--- config.mk ---
export PLATFORM = sky130hd
export DESIGN_NAME = bet_pick_collector
export DESIGN_NICKNAME = d
export VERILOG_FILES = /design/src/rtl/roulette_pkg.sv /design/src/rtl/pick_mask_gen.sv /design/src/rtl/bet_pick_collector.sv
export SDC_FILE = /design/constraint.sdc
export NUM_CORES = 1
export LEC_CHECK = 0
export BUFFER_PORTS_ARGS = -buffer_cell sky130_fd_sc_hd__buf_2
export CAP_MARGIN = 30
export CORE_ASPECT_RATIO = 1.75
export CORE_UTILIZATION = 35
export CTS_BUF_LIST = sky130_fd_sc_hd__clkbuf_16
export CTS_CLUSTER_DIAMETER = 150
export DETAILED_ROUTE_END_ITERATION = 7
export GPL_ROUTABILITY_DRIVEN = 0
export PLACE_DENSITY = 0.56
export SLEW_MARGIN = 20
export SYNTH_ARGS = -nofsm -noshare
export SYNTH_HDL_FRONTEND = slang
export SYNTH_SLANG_ARGS = --single-unit
export TNS_END_PERCENT = 20
--- constraint.sdc ---
create_clock -name clk -period 6.2 [get_ports clk]
set_input_delay 0.31 -clock clk [delete_from_list [all_inputs] [get_ports clk]]
set_output_delay 0.31 -clock clk [all_outputs]
set_load 0.05 [all_outputs]
--- src/rtl/roulette_pkg.sv ---
// Shared key codes and collector state encoding for the roulette bet-entry path.
package roulette_pkg;

    localparam logic [3:0] KEY_BKSP = 4'd10;
    localparam logic [3:0] KEY_CLR  = 4'd11;
    localparam logic [3:0] KEY_OK   = 4'd12;

    typedef enum logic [1:0] {
        IDLE,
        COLLECT,
        READY,
        DONE
    } state_t;

endpackage

--- src/rtl/pick_mask_gen.sv ---
// Combinational one-hot-per-number mask of every number held in the pick slots.
module pick_mask_gen #(
    parameter int MAX_PICKS = 4,
    parameter int NUM_MAX   = 8
) (
    input  logic [MAX_PICKS*4-1:0] slots_i,
    output logic [NUM_MAX-1:0]     mask_o
);

    // Empty slots hold 0, which never matches a number key, so they drop out.
    always_comb begin
        mask_o = '0;
        for (int i = 0; i < MAX_PICKS; i++) begin
            for (int n = 0; n < NUM_MAX; n++) begin
                if (slots_i[4*i +: 4] == 4'(n + 1)) begin
                    mask_o[n] = 1'b1;
                end
            end
        end
    end

endmodule

--- src/rtl/bet_pick_collector.sv ---
// Keypad-driven roulette pick collector: gathers up to MAX_PICKS numbers, supports
// backspace/clear-all/confirm, and exposes the picks, their mask and status as registers.
import roulette_pkg::*;

module bet_pick_collector #(
    parameter int MAX_PICKS = 4,
    parameter int NUM_MIN   = 1,
    parameter int NUM_MAX   = 8,
    parameter int ALLOW_DUP = 0,
    localparam int CW       = $clog2(MAX_PICKS + 1)
) (
    input  logic                   clk,
    input  logic                   rst,
    input  logic                   enable,
    input  logic                   clear,
    input  logic                   key_valid,
    input  logic [3:0]             key_value,
    input  logic [CW-1:0]          pick_req,
    output logic [MAX_PICKS*4-1:0] picks,
    output logic [CW-1:0]          fill_count,
    output logic [NUM_MAX-1:0]     pick_mask,
    output logic                   full,
    output logic                   confirmed,
    output logic                   reject
);

    localparam logic [CW-1:0] MAXP = CW'(MAX_PICKS);
    localparam logic [3:0]    KMIN = 4'(NUM_MIN);
    localparam logic [3:0]    KMAX = 4'(NUM_MAX);

    state_t                 state_q, state_d;
    logic [MAX_PICKS*4-1:0] picks_q, picks_d;
    logic [CW-1:0]          fill_q, fill_d;
    logic [CW-1:0]          target_q, target_d;
    logic [NUM_MAX-1:0]     mask_q, mask_d;
    logic                   full_q, full_d;
    logic                   conf_q, conf_d;
    logic                   rej_q, rej_d;
    logic                   en_prev_q;

    logic [CW-1:0]          sat_target;
    logic                   in_range;
    logic                   dup;

    // Mask follows the next slot contents so it lands in the same cycle as the slots.
    pick_mask_gen #(
        .MAX_PICKS (MAX_PICKS),
        .NUM_MAX   (NUM_MAX)
    ) u_mask (
        .slots_i (picks_d),
        .mask_o  (mask_d)
    );

    always_comb begin
        state_d  = state_q;
        picks_d  = picks_q;
        fill_d   = fill_q;
        target_d = target_q;
        rej_d    = 1'b0;

        if (pick_req == '0) begin
            sat_target = CW'(1);
        end else if (pick_req > MAXP) begin
            sat_target = MAXP;
        end else begin
            sat_target = pick_req;
        end

        in_range = (key_value >= KMIN) && (key_value <= KMAX);
        dup      = 1'b0;
        for (int n = 0; n < NUM_MAX; n++) begin
            if (key_value == 4'(n + 1) && mask_q[n]) begin
                dup = 1'b1;
            end
        end

        if (clear || !enable) begin
            state_d = IDLE;
            picks_d = '0;
            fill_d  = '0;
        end else begin
            case (state_q)
                IDLE: begin
                    if (!en_prev_q) begin
                        target_d = sat_target;
                        picks_d  = '0;
                        fill_d   = '0;
                        state_d  = COLLECT;
                    end
                end
                COLLECT, READY: begin
                    if (key_valid) begin
                        if (key_value == KEY_CLR) begin
                            picks_d = '0;
                            fill_d  = '0;
                            state_d = COLLECT;
                        end else if (key_value == KEY_BKSP) begin
                            if (fill_q == '0) begin
                                rej_d = 1'b1;
                            end else begin
                                fill_d  = fill_q - 1'b1;
                                state_d = COLLECT;
                                for (int i = 0; i < MAX_PICKS; i++) begin
                                    if (CW'(i) == fill_d) picks_d[4*i +: 4] = 4'd0;
                                end
                            end
                        end else if (key_value == KEY_OK) begin
                            if (state_q == READY) state_d = DONE;
                            else                  rej_d   = 1'b1;
                        end else if (state_q == READY || !in_range ||
                                     (ALLOW_DUP == 0 && dup)) begin
                            rej_d = 1'b1;
                        end else begin
                            for (int i = 0; i < MAX_PICKS; i++) begin
                                if (CW'(i) == fill_q) picks_d[4*i +: 4] = key_value;
                            end
                            fill_d = fill_q + 1'b1;
                            if (fill_d == target_q) state_d = READY;
                        end
                    end
                end
                default: ;
            endcase
        end

        full_d = (state_d != IDLE) && (fill_d == target_d);
        conf_d = (state_d == DONE);
    end

    always_ff @(posedge clk or negedge rst) begin
        if (!rst) begin
            state_q   <= IDLE;
            picks_q   <= '0;
            fill_q    <= '0;
            target_q  <= '0;
            mask_q    <= '0;
            full_q    <= 1'b0;
            conf_q    <= 1'b0;
            rej_q     <= 1'b0;
            en_prev_q <= 1'b0;
        end else begin
            state_q   <= state_d;
            picks_q   <= picks_d;
            fill_q    <= fill_d;
            target_q  <= target_d;
            mask_q    <= mask_d;
            full_q    <= full_d;
            conf_q    <= conf_d;
            rej_q     <= rej_d;
            en_prev_q <= enable;
        end
    end

    assign picks      = picks_q;
    assign fill_count = fill_q;
    assign pick_mask  = mask_q;
    assign full       = full_q;
    assign confirmed  = conf_q;
    assign reject     = rej_q;

endmodule

==> impl_metrics.ini <==
[outcome]
status = complete, no violations

[floorplanning]
rows = 44
core_um2 = 8310
die_y_um = 125
io_pins = 42
fp.dieW_um = 72.2
initial_core_util_pct = 36.3
dieArea_um2 = 9000

[clock_network]
ctsHtreeMaxLevel = 2
postCtsSetupBuffers = 0
cts_root_buf = clkbuf_16
numCtsBuffers = 5
cts.repair.resized = 0
clk_latency_ps = 290
clk_pin_slew_ps = 60
clock_sinks = 36
cts_hold_buf = 0
cts_tree = built
cts_max_path_buffers = 2

[synth]
ys_seq_area_share_pct = 29.9
yosysMostFrequentCell = dfrtp_1
synth_seq_cells = 36
synth_cell_type_count = 70
async_flop_share_pct = 100
synthDominantCellAreaShare_pct = 29.9
synth_ff_type = dfrtp_1
synthTopCellsByArea = dfrtp_1 30%, nand4_1 5.4%, ha_1 4.6%, nand4b_1 3.8%, o21ai_0 2.8%
synthCells = 345
avgSynthCellArea_um2 = 8.74
yosys_warnings = 0
synth_edf_count = 0
syn_nets = 368
yosysTopAreaCell = dfrtp_1
netlist_area_um2 = 3010
yosys-top-cells-count = 36 x dfrtp_1, 26 x nand4_1, 22 x inv_1

[timing]
final.setup.worst_slack_ps = 2630
max_freq_mhz = 280
rsz0062_at_grt = no
clock_skew_ps = 4.82
drv_slew = 0
fin_setup_tns_ps = 0
finalSetupViolations = 0
tightest_slew_ps = 994
maxSlewHeadroom_pct = 33.4
hold_violations = 0
min_period_ps = 3570
fin_crit_sh_pct = 57.6

[worst_setup_path]
crit_path_start_kind = register
rr_worst_depth = 9
worstPathRequired_ps = 6360
crit_fanout = 12
worstPathArrival_ps = 3730
path_class = reg2reg
end_kind = register

[detailed_routing]
drt_wl_total_mm = 9.87
ant_nets = 0
wl_per_cell_um = 20.2
via_per_inst = 6.06
drt_first_pass_iters = 5
drc = 0
drt_iter0_markers = 159
vias = 2956

[placed_design]
pre_cts_ws_ps = 2710
port_buffers = 41
post_dp_cell_area_um2 = 3270
dp_hpwl_mm = 7.54

[flow_run]
cap_violations = 0

[power]
max-vdd-ir-drop_uv = 112
leakagePower_uw = 0.00150
cellPowerDensity_nw_per_um2 = 173

[global_route]
grt_pass1_wl_mm = 15.3
grt_pass1_vias = 2876
grt_overflow = 0
grt_max_degree = 37
track_usage_pct = 22.6
antenna_found_initial = 0

[layout]
area_delta_synth_final_pct = 13.3
antenna_cells = 0
final_area_um2 = 3410
fin_util_pct = 41.1
nets = 395
fillers = 854
drive_above_1_share_pct = 18.0

[hold_path]
min_path_type = in2async
-- kinds of logic (layout without fill, tap and decap cells) --
| kind of cell | count (synthesis) | after routing | share of synthesized area [%] |
|---|---|---|---|
| buf+inv | 44 | 72 | 6.06 |
| xor+xnor | 6 | 6 | 1.74 |
| simple gates | 146 | 146 | 29.5 |
| compound gates | 95 | 95 | 25.4 |
| fa+ha+maj | 11 | 11 | 4.57 |
| mux | 7 | 7 | 2.86 |
| flops | 36 | 36 | 29.9 |
-- routing by layer --
layer | global-route usage, % | part of all wire (%)
met4 | 13.0 | 5.2
met1 | 23.2 | 36
met3 | 3.64 | 3.2
met5 | 0 | 0
met2 | 41.4 | 55
-- through the flow --
| stage | hold WS [ps] | total power, uW | instances |
|---|---|---|---|
| final | 137 | 591 | 488 |
| after global routing | 158 | 614 | 488 |
| after CTS | 149 | 594 | 488 |
| after detailed placement | 446 | 341 | 480 |
| after global placement | 441 | 340 | 480 |
| after floorplan | 14.4 | 313 | 345 |
-- sequential cells by signal (all words and copies together), names as in the netlist --
register	flops
confirmed	1
state_q	2
picks	16
pick_mask	8
reject	1
target_q	3
fill_count	3
en_prev_q	1
full	1
-- path summary, 6_finish.rpt --
kind	to	slack, ps	start
max in group asynchronous	fill_count[0]$_DFF_PN0_	5510	rst
setup reg to reg	pick_mask[7]$_DFF_PN0_	2630	state_q[0]$_DFF_PN0_
hold / removal	pick_mask[0]$_DFF_PN0_	140	rst
hold reg to reg	target_q[2]$_DFF_PN0_	570	target_q[2]$_DFF_PN0_
min in group clk	en_prev_q$_DFF_PN0_	150	enable
setup / recovery	pick_mask[7]$_DFF_PN0_	2630	state_q[0]$_DFF_PN0_
-- worst max-delay path, stage by stage (launching register included) --
cell,delay [ps]
dfrtp_1,410
inv_1,120
ha_1,370
nor2b_1,720
nand3_1,210
a21oi_1,390
o22ai_1,210
a211oi_4,410
nor4_1,90
or4_1,520
-- power by group --
part	leakage, uW	internal [uW]	switching (uW)
combinational	0.000937	30.5	61.5
sequential	0.000495	240	5.11
clock	0.0000635	147	106
total	0.00150	418	172
-- layout make-up --
cell class	count	area, um2	share of cell area, %
multi-input cells	265	1930	56.5
flip-flops and latches	36	901	26.4
repair buffers	42	213	6.23
well taps	115	144	4.21
clock buffers	5	125	3.66
inverters	22	82.6	2.42
clock inverters	3	18.8	0.550
-- cells in the final DEF (no fill, tap or decap), types with 5 or more instances in the layout --
| master | netlist | routed |
|---|---|---|
| a21oi_1 | 7 | 7 |
| and2_1 | 10 | 10 |
| and3_1 | 6 | 6 |
| buf_2 | 8 | 41 |
| clkbuf_16 | 0 | 5 |
| dfrtp_1 | 36 | 36 |
| ha_1 | 11 | 11 |
| inv_1 | 22 | 22 |
| nand2_1 | 21 | 21 |
| nand3_1 | 10 | 10 |
| nand4_1 | 26 | 26 |
| nand4b_1 | 13 | 13 |
| nor2_1 | 14 | 14 |
| nor2b_1 | 6 | 6 |
| nor3_1 | 7 | 7 |
| nor4_1 | 6 | 6 |
| o211ai_1 | 7 | 7 |
| o21a_1 | 10 | 10 |
| o21ai_0 | 17 | 17 |
| o22ai_1 | 5 | 5 |
No activity file was read; power rests on OpenSTA's default activity.
